<file path="config.mk">
export PLATFORM = sky130hd
export DESIGN_NAME = mem_access_unit
export DESIGN_NICKNAME = d
export VERILOG_FILES = /design/src/rtl/mem_access_unit.sv
export SDC_FILE = /design/constraint.sdc
export NUM_CORES = 1
export LEC_CHECK = 0
export ABC_AREA = 0
export BUFFER_PORTS_ARGS = -buffer_cell sky130_fd_sc_hd__buf_2
export CORE_MARGIN = 2
export CORE_UTILIZATION = 53
export CTS_CLUSTER_SIZE = 10
export DETAILED_ROUTE_END_ITERATION = 8
export PLACE_DENSITY_LB_ADDON = 0.08
export SLEW_MARGIN = 20
export SYNTH_ARGS = -nofsm -noshare
export SYNTH_HDL_FRONTEND = slang
export SYNTH_SLANG_ARGS = --single-unit
</file>
<file path="constraint.sdc">
create_clock -name clk -period 3.4 [get_ports clk]
set_input_delay 0.68 -clock clk [delete_from_list [all_inputs] [get_ports clk]]
set_output_delay 0.68 -clock clk [all_outputs]
set_load 0.02 [all_outputs]
</file>
<file path="src/rtl/mem_access_unit.sv">
// mem_access_unit: MEM-stage load/store unit for a 32-bit word memory with sub-word merge.
// Ports:
//   clk, clrn            clock and asynchronous active-low reset
//   req_valid/req_ready  request handshake (ready only in IDLE)
//   req_we, req_size, req_signed, req_addr, req_wdata  request fields
//   rsp_valid, rsp_rdata registered, extended load result
//   misalign_err         one-cycle pulse when an accepted request was dropped
//   mem_addr, mem_datain, mem_we, mem_dataout  data memory port (sync write, comb read)
module mem_access_unit #(
  parameter bit MISALIGN_CHECK = 1'b1
) (
  input  logic        clk,
  input  logic        clrn,
  input  logic        req_valid,
  output logic        req_ready,
  input  logic        req_we,
  input  logic [1:0]  req_size,
  input  logic        req_signed,
  input  logic [31:0] req_addr,
  input  logic [31:0] req_wdata,
  output logic        rsp_valid,
  output logic [31:0] rsp_rdata,
  output logic        misalign_err,
  output logic [31:0] mem_addr,
  output logic [31:0] mem_datain,
  output logic        mem_we,
  input  logic [31:0] mem_dataout
);
  typedef enum logic {IDLE, MERGE} state_t;
  state_t      state_q, state_d;
  logic [31:0] addr_q, addr_d, wdata_q, wdata_d, rdata_q, rdata_d;
  logic [1:0]  size_q, size_d;
  logic        rsp_valid_q, rsp_valid_d, err_q, err_d, we;
  logic        accept, word, mis;
  logic [31:0] lane_mask, lane_data, byte_sh, half_sh, load_val;
  assign accept = req_valid & (state_q == IDLE);
  assign word   = req_size[1];
  assign mis    = MISALIGN_CHECK & (word ? |req_addr[1:0] : req_size[0] & req_addr[0]);
  // Sub-word store data is replicated across all lanes; the mask picks the target lane.
  assign lane_mask = size_q[0] ? 32'hFFFF << {addr_q[1], 4'b0} : 32'hFF << {addr_q[1:0], 3'b0};
  assign lane_data = size_q[0] ? {2{wdata_q[15:0]}} : {4{wdata_q[7:0]}};
  assign byte_sh   = mem_dataout >> {req_addr[1:0], 3'b0};
  assign half_sh   = mem_dataout >> {req_addr[1], 4'b0};
  assign load_val  = word ? mem_dataout :
                     req_size[0] ? {{16{req_signed & half_sh[15]}}, half_sh[15:0]} :
                                   {{24{req_signed & byte_sh[7]}}, byte_sh[7:0]};
  always_comb begin
    state_d     = state_q;
    addr_d      = addr_q;
    wdata_d     = wdata_q;
    size_d      = size_q;
    rdata_d     = rdata_q;
    rsp_valid_d = 1'b0;
    err_d       = 1'b0;
    mem_addr    = req_addr;
    mem_datain  = req_wdata;
    we          = 1'b0;
    if (state_q == MERGE) begin
      mem_addr   = addr_q;
      mem_datain = (mem_dataout & ~lane_mask) | (lane_data & lane_mask);
      we         = 1'b1;
      state_d    = IDLE;
    end else if (accept) begin
      if (mis) err_d = 1'b1;
      else if (!req_we) begin
        rsp_valid_d = 1'b1;
        rdata_d     = load_val;
      end else if (word) we = 1'b1;
      else begin
        state_d = MERGE;
        addr_d  = req_addr;
        wdata_d = req_wdata;
        size_d  = req_size;
      end
    end
  end
  always_ff @(posedge clk or negedge clrn) begin
    if (!clrn) begin
      state_q     <= IDLE;
      addr_q      <= '0;
      wdata_q     <= '0;
      size_q      <= '0;
      rdata_q     <= '0;
      rsp_valid_q <= 1'b0;
      err_q       <= 1'b0;
    end else begin
      state_q     <= state_d;
      addr_q      <= addr_d;
      wdata_q     <= wdata_d;
      size_q      <= size_d;
      rdata_q     <= rdata_d;
      rsp_valid_q <= rsp_valid_d;
      err_q       <= err_d;
    end
  end
  // Reset must kill a pending merge write immediately, not at the next edge.
  assign mem_we       = we & clrn;
  assign req_ready    = (state_q == IDLE);
  assign rsp_valid    = rsp_valid_q;
  assign rsp_rdata    = rdata_q;
  assign misalign_err = err_q;
endmodule

</file>
==> results of run 1 <==
==> cells by family after synthesis <==
logic type	share of synthesized area
compound gates	0.143
buf+inv	0.0594
flops	0.427
mux	0.231
simple gates	0.140
==> worst max-delay path: stages (launching register included) <==
cell     delay (ns)
dfrtp_1        0.73
inv_1          0.11
a21oi_2        0.52
mux2i_1        0.26
a21oi_1        0.10
buf_2          0.22
==> how the worst min path moves through the flow <==
| stage | from | slack [ns] | cells after the start | endpoint |
|---|---|---|---|---|
| after global routing | clrn | 0.45 | 2 | rsp_rdata[12]$_DFFE_PN0P_ |
| after CTS | clrn | 0.42 | 2 | rsp_rdata[16]$_DFFE_PN0P_ |
| after floorplan | clrn | 0.38 | 0 | addr_q[0]$_DFFE_PN0P_ |
| after detailed placement | wdata_q[15]$_DFFE_PN0P_ | 0.47 | 2 | wdata_q[15]$_DFFE_PN0P_ |
| final | clrn | 0.41 | 2 | rsp_rdata[16]$_DFFE_PN0P_ |
| after global placement | wdata_q[14]$_DFFE_PN0P_ | 0.46 | 2 | wdata_q[14]$_DFFE_PN0P_ |
==> synthesized netlist by cell type (2+ instances only) <==
master,number,area (µm²)
dfrtp_1,84,2100
a21oi_2,3,26.3
a22o_1,6,52.6
a221oi_1,6,52.6
nor2b_1,9,56.3
buf_6,4,45.0
a21oi_1,16,80.1
o22a_1,6,52.6
nand3_1,33,165
buf_2,15,75.1
buf_4,6,45.0
a221oi_2,2,30.0
a31oi_1,7,43.8
mux2_2,66,743
nand2b_1,2,12.5
nor2_1,32,120
a21boi_0,2,15.0
mux2_1,12,135
and2b_1,2,15.0
o211ai_1,16,120
o21ai_0,31,155
mux2i_1,26,260
clkbuf_1,11,41.3
nand2_1,66,248
inv_2,2,7.51
inv_1,21,78.8
==> through the flow <==
step           worst slack, ns   util  std cells  total power, mW
3_3_place_gp             0.833  0.651        782             2.33
2_1_floorplan             1.12      -        501             2.00
4_1_cts                  0.432  0.671        798             3.04
5_1_grt                  0.239  0.671        798             3.19
3_5_place_dp             0.766  0.651        782             2.36
6_report                 0.428  0.671        798             3.02
==> area by class of cell <==
type	instances	area (µm²)
Multi-Input combinational cell	358	2540
Sequential cell	84	2110
Tap cell	111	139
Inverter	23	86.3
Clock buffer	10	138
Timing Repair Buffer	206	1060
Clock inverter	6	47.5
Fill cell	790	3000
==> metal layers <==
metal / vias up / global-route usage
li1: 2136 / -
met1: 2135 / 0.374
met2: 216 / 0.456
met3: 27 / 0.0648
met4: 0 / 0.104
met5: - / 0
==> flip-flops by register name, summed over array words and instances (netlist names) <==
name	flops
addr_q	32
rsp_rdata	32
wdata_q	16
misalign_err	1
rsp_valid	1
size_q	1
state_q	1
==> power breakdown <==
part,leakage [nW],internal (mW),switching (mW)
clock,0.0928,0.291,0.388
combinational,1.94,0.411,0.570
sequential,1.02,1.21,0.157
==> impl_metrics.ini, run 1 <==
[outcome]
status = finished, final reports clean

[clock_network]
clockBufferDepth = 2
post_cts_buffers = 0
htreeDepth = 3
hold_buffers = 0
clock_sinks = 84
cts_inserted_buffers = 9
clk_pin_slew_ns = 0.10
cts-root-buf = clkbuf_8
clkLatencyLatePin_ns = 0.36
cts_tree = built
post_cts_resized = 0

[power_and_ir_drop]
leakage_nw = 3.06
powerDensity_nw_per_um2 = 495
max-vdd-ir-drop_mv = 0.272

[grt]
antenna_found_initial = 0
grt_max_degree = 101
grt_usage = 0.283
grt_pass1_vias = 4214
grt_overflow_total = 0
grt_pass1_wl_mm = 22.0

[detailed_routing]
wl_mm = 14.2
viasPerCell = 5.66
wl_met1_mm = 5.94
met3_length_mm = 1.24
drt_iter0_drc = 232
drtAntennaViolNets = 0
post_drt_wl_per_cell_um = 17.8
dr.pass1.iters = 4
highest_layer = met4
drc_errors = 0
wl_met2_mm = 6.65
vias = 4514

[final_layout]
fin_area_um2 = 6110
drive_above_1_share = 0.444
final_cell_mix = buf_2, dfrtp_1, nand2_1, mux2_2
n_antenna_cell = 0
layout.nets = 785
mostFrequentLayoutCell = buf_2
area_delta_synth_final_pct = 24.0

[critical_path]
r2r_cells = 4
arrival_ns = 2.29
regToRegSetupSlack_ns = 0.89
crit_path_start_kind = flop
crit_path_end = mem_datain[6]
crit_fanout = 13
critPathLaunch = size_q[0]$_DFFE_PN0P_
crit_path_end_kind = primary output
rr_endpoint = addr_q[11]$_DFFE_PN0P_
timing.rr.start = state_q$_DFF_PN0_
path_class = flop to primary output
worst_ep_required_time_ns = 2.72

[die]
initial_core_util = 0.541
rows = 35
io_pins = 203
chipHeight_um = 100
die-area_um2 = 10100
die_x_um = 100
core_area_um2 = 9110

[synthesis]
ys_warn_count = 0
synth_enable_flop_cells = 0
synth.avg_cell_area_um2 = 9.84
synth_area_um2 = 4930
ys.flop_type = dfrtp_1
syn_inst = 501
yosys.cell_types.count = 41
syn_nets = 604
ys_seq_area_frac = 0.427
async_flop_share = 1.00
synth-seq-cells = 84

[flow_run]
cap_viol_max_count = 0

[sta]
drv_slew = 0
fin_skew_ns = 0.0154
finalCriticalPeriod_ns = 2.97
tightest_slew_ns = 1.00
post-route-period-util = 0.874
finalSetupViolCount = 0
rsz0062_at_grt = no
fin_setup_tns_ns = 0
max_freq_mhz = 336
max_slew_margin = 0.333
holdWs_ns = 0.413
timing_hold_violations_final = 0

[place]
gp_congestion = 0.861
io_buffers = 202
dpl.hpwl_mm = 10.6
placed_area_um2 = 5930

[hold_path]
hold_class = input port to asynchronous set/reset pin
Power figures use the tool's default switching activity.
==> inputs of run 2 (changes only) <==
- CTS_CLUSTER_SIZE: 10 -> 25
- clock period: 3.4 -> 3.55 ns (I/O delays scaled with it)
==> run 2 against run 1 <==
Net effect:
- largest power group unchanged
- register-to-register slack better by 0.07 ns
- core utilization rose by 0.14 points
- final area increased by 0.20%
- die area stayed put
- sequential power down 4%
- critical path type unchanged
- sequential share of layout area down 0.070 points
- worst setup slack improved by 0.11 ns
- combinational power is 4.7% lower
- clock skew fell by 0.0060 ns
- largest cell class unchanged
- cell count is the same
==> impl_metrics.ini, run 2 (synthesized netlist as in run 1, its figures left out) <==
[detailed_routing]
wl_met1_mm = 5.84
vias = 4510
viasPerCell = 5.65
drt_iter0_drc = 279
post_drt_wl_per_cell_um = 17.7
highest_layer = met4
wl_mm = 14.1
dr.pass1.iters = 5
met3_length_mm = 1.21
drc_errors = 0
drtAntennaViolNets = 0
wl_met2_mm = 6.79

[power_and_ir_drop]
max-vdd-ir-drop_mv = 0.318
p_sw_mw = 1.06
leakage_nw = 3.07
powerDensity_nw_per_um2 = 481
power.internal_mw = 1.88
switching_share = 0.361
pwr-share-clk = 0.239
comb_power_share = 0.318
p_seq_frac = 0.444
total_power_mw = 2.94

[place]
dpl.hpwl_mm = 10.6
io_buffers = 202
dp_slack_ns = 0.863
gp_congestion = 0.870
place_inst = 782

[clock_network]
clock_sinks = 84
clockBufferDepth = 2
cts_inserted_buffers = 9
clk_pin_slew_ns = 0.09
hold_buffers = 0
post_cts_buffers = 0
cts_tree = built
htreeDepth = 3
post_cts_resized = 0
clkLatencyLatePin_ns = 0.35
cts-root-buf = clkbuf_8

[final_layout]
area_delta_synth_final_pct = 24.2
n_fill_cell = 799
multi_input_area_um2 = 2540
mostFrequentLayoutCell = buf_2
final_cell_mix = buf_2, dfrtp_1, nand2_1, mux2_2
seq_area_um2 = 2110
drive_above_1_share = 0.443
layoutNonFillerInstCount = 798
layout.nets = 785
n_antenna_cell = 0

[die]
core_area_um2 = 9110
initial_core_util = 0.541
die_x_um = 100
chipHeight_um = 100
io_pins = 203
die-area_um2 = 10100
rows = 35

[sta]
max_slew_margin = 0.319
timing_hold_violations_final = 0
fin_setup_tns_ns = 0
post-route-period-util = 0.849
finalCriticalPeriod_ns = 3.01
finalSetupViolCount = 0
tightest_slew_ns = 1.02
fin_ws_ns = 0.536
rsz0062_at_grt = no
max_freq_mhz = 332
drv_slew = 0
fin_skew_ns = 0.00941

[critical_path]
worst_ep_required_time_ns = 2.84
r2r_cells = 4
crit_path_end_kind = primary output
regToRegSetupSlack_ns = 0.96
crit_fanout = 13
crit_path_start_kind = flop
arrival_ns = 2.30
path_class = flop to primary output

[outcome]
status = finished, final reports clean

[grt]
grt_overflow_total = 0
antenna_found_initial = 0
grt_pass1_wl_mm = 21.6
grt_pass1_vias = 4211
grt_usage = 0.277
grt_max_degree = 101

[flow_run]
cap_viol_max_count = 0

[hold_path]
hold_class = input port to asynchronous set/reset pin
-- run 2: critical path, cell delays in order (launching register included) --
cell and delay [ns]:
dfrtp_1 0.75, inv_1 0.12, a21oi_2 0.52, mux2i_1 0.28
a21oi_1 0.08, buf_2 0.21
-- run 2: final cells by class --
type,count,area share
clock buffers,10,0.0208
clock inverters,6,0.0114
inverters,23,0.0141
multi-input cells,358,0.415
flip-flops and latches,84,0.344
well taps,111,0.0227
repair buffers,206,0.172
-- run 2: metal layers --
layer	global-route usage	vias to the layer above
li1	-	2131
met1	0.363	2139
met2	0.460	217
met3	0.0648	23
met4	0.0780	0
met5	0	-
-- run 2: final timing paths --
kind	from	to
setup / recovery	size_q[0]$_DFFE_PN0P_	mem_datain[6]
hold reg to reg	addr_q[22]$_DFFE_PN0P_	addr_q[22]$_DFFE_PN0P_
hold / removal	clrn	misalign_err$_DFF_PN0_
min in group clk	addr_q[22]$_DFFE_PN0P_	addr_q[22]$_DFFE_PN0P_
max in group asynchronous	clrn	rsp_rdata[2]$_DFFE_PN0P_
setup reg to reg	state_q$_DFF_PN0_	addr_q[31]$_DFFE_PN0P_
-- run 2: power by group through the flow --
stage	sequential, mW	clock, mW	combinational, mW
after detailed placement	1.32	0	0.938
after floorplan	1.37	0	0.544
after CTS	1.30	0.714	0.942
after global placement	1.31	0	0.917
final	1.31	0.702	0.935
after global routing	1.33	0.755	1.02
-- run 2: metrics by stage --
stage	instance area (µm²)	util	hold slack, ns
after detailed placement	5930	0.651	0.476
after floorplan	4930	-	0.414
after global placement	5930	0.651	0.467
after CTS	6120	0.672	0.465
final	6120	0.672	0.449
after global routing	6120	0.672	0.480
==> inputs of run 3 (changes only) <==
- CORE_UTILIZATION: 53 -> 49
- clock period: 3.55 -> 2.8 ns (I/O delays scaled with it)
==> run 3 against run 2 <==
Net effect:
- worst setup slack got worse by 0.27 ns
- cell count increased by 3.3%
- power rose by 31%
- core utilization decreased by 3.6 points
- critical path depth unchanged
- flip-flop and latch count unchanged
- sequential share of layout area is 0.51 points lower
- die area is 7.8% higher
- largest cell class unchanged
==> impl_metrics.ini, run 3 (synthesized netlist as in run 1, its figures left out) <==
[grt]
grt_pass1_vias = 4413
grt_pass1_wl_mm = 23.2
grt_max_degree = 101
grt_usage = 0.268
grt_overflow_total = 0
antenna_found_initial = 0

[detailed_routing]
drc_errors = 0
drt_iter0_drc = 213
wl_mm = 14.7
vias = 4526
post_drt_wl_per_cell_um = 17.8
viasPerCell = 5.49
drtAntennaViolNets = 0
dr.pass1.iters = 4

[sta]
timing_hold_violations_final = 0
tightest_slew_ns = 0.659
drv_slew = 0
fin_skew_ns = 0.0128
rsz0062_at_grt = no
max_slew_margin = 0.561
finalCriticalPeriod_ns = 2.54
finalSetupViolCount = 0
post-route-period-util = 0.906
fin_setup_tns_ns = 0
max_freq_mhz = 394

[final_layout]
drive_above_1_share = 0.447
area_delta_synth_final_pct = 26.1
n_antenna_cell = 0
mostFrequentLayoutCell = buf_2
final_cell_mix = buf_2, dfrtp_1, nand2_1, mux2_2
utilization = 0.636
layoutNonFillerInstCount = 824
layout.nets = 789

[die]
rows = 36
die_x_um = 104
io_pins = 203
die-area_um2 = 10900
core_area_um2 = 9770
initial_core_util = 0.504
chipHeight_um = 104

[clock_network]
cts_tree = built
clockBufferDepth = 2
clock_sinks = 84
clk_pin_slew_ns = 0.09
cts-root-buf = clkbuf_8
cts_inserted_buffers = 9
clkLatencyLatePin_ns = 0.36
htreeDepth = 3

[power_and_ir_drop]
power.internal_mw = 2.50
powerDensity_nw_per_um2 = 621
p_seq_frac = 0.424
pwr-share-clk = 0.261
comb_power_share = 0.315
total_power_mw = 3.86
leakage_nw = 3.09
p_sw_mw = 1.35
switching_share = 0.351
max-vdd-ir-drop_mv = 0.284

[place]
gp_congestion = 0.871
place_inst = 807
dpl.hpwl_mm = 10.8
io_buffers = 202

[critical_path]
worst_ep_required_time_ns = 2.24
arrival_ns = 1.98
crit_path_end_kind = primary output
crit_fanout = 8
path_class = flop to primary output
crit_path_start_kind = flop

[hold_path]
hold_class = input port to asynchronous set/reset pin

[outcome]
status = finished, final reports clean

[flow_run]
cap_viol_max_count = 0
==> run 3: worst paths after layout <==
| check | start | to | slack [ns] | cells past startpoint |
|---|---|---|---|---|
| setup reg to reg | state_q$_DFF_PN0_ | rsp_rdata[9]$_DFFE_PN0P_ | 0.52 | 6 |
| setup / recovery | addr_q[0]$_DFFE_PN0P_ | mem_datain[19] | 0.26 | 5 |
| min in group clk | req_addr[26] | addr_q[26]$_DFFE_PN0P_ | 0.43 | 2 |
| hold reg to reg | wdata_q[13]$_DFFE_PN0P_ | wdata_q[13]$_DFFE_PN0P_ | 0.49 | 2 |
| max in group asynchronous | clrn | rsp_rdata[20]$_DFFE_PN0P_ | 1.99 | 2 |
| hold / removal | clrn | wdata_q[9]$_DFFE_PN0P_ | 0.06 | 1 |
==> run 3: critical path, cell delays in order, from the launching register on <==
cell	delay, ns
dfrtp_1	0.50
inv_1	0.09
o21ai_2	0.47
mux2i_1	0.30
a21oi_1	0.10
buf_2	0.17
==> run 3: repair_timing <==
item / CTS / global route
setup buffers: 0 / 1
setup endpoints to repair: 0 / 1
resized for setup: 0 / 0
hold buffers: 0 / 0
==> run 3: cell type report <==
class / count / area [µm²]
Fill cell: 910 / 3560
Multi-Input combinational cell: 358 / 2540
Clock inverter: 6 / 93.8
Timing Repair Buffer: 210 / 1090
Clock buffer: 10 / 138
Tap cell: 133 / 166
Sequential cell: 84 / 2110
Inverter: 23 / 86.3
==> run 3: metal layers <==
metal | track usage | up-vias | routed length (µm)
li1 | - | 2155 | -
met1 | 0.344 | 2180 | 6060
met2 | 0.450 | 168 | 7250
met3 | 0.0677 | 23 | 1050
met4 | 0.0753 | 0 | 300
met5 | 0 | - | 0
==> run 3: per-stage QoR <==
step | instance area, µm² | worst slack, ns | hold slack, ns
2_1_floorplan | 4930 | 0.763 | 0.264
3_3_place_gp | 5960 | 0.575 | 0.444
3_5_place_dp | 5960 | 0.527 | 0.447
4_1_cts | 6190 | 0.138 | 0.0662
5_1_grt | 6210 | 0.0627 | 0.0518
6_report | 6210 | 0.262 | 0.0586
==> run 3: power by group through the flow <==
stage	combinational [mW]	sequential, mW	clock, mW
global route	1.33	1.67	1.08
floorplan	0.690	1.74	0
detailed placement	1.21	1.67	0
global placement	1.19	1.65	0
finish	1.21	1.64	1.01
CTS	1.21	1.64	1.02
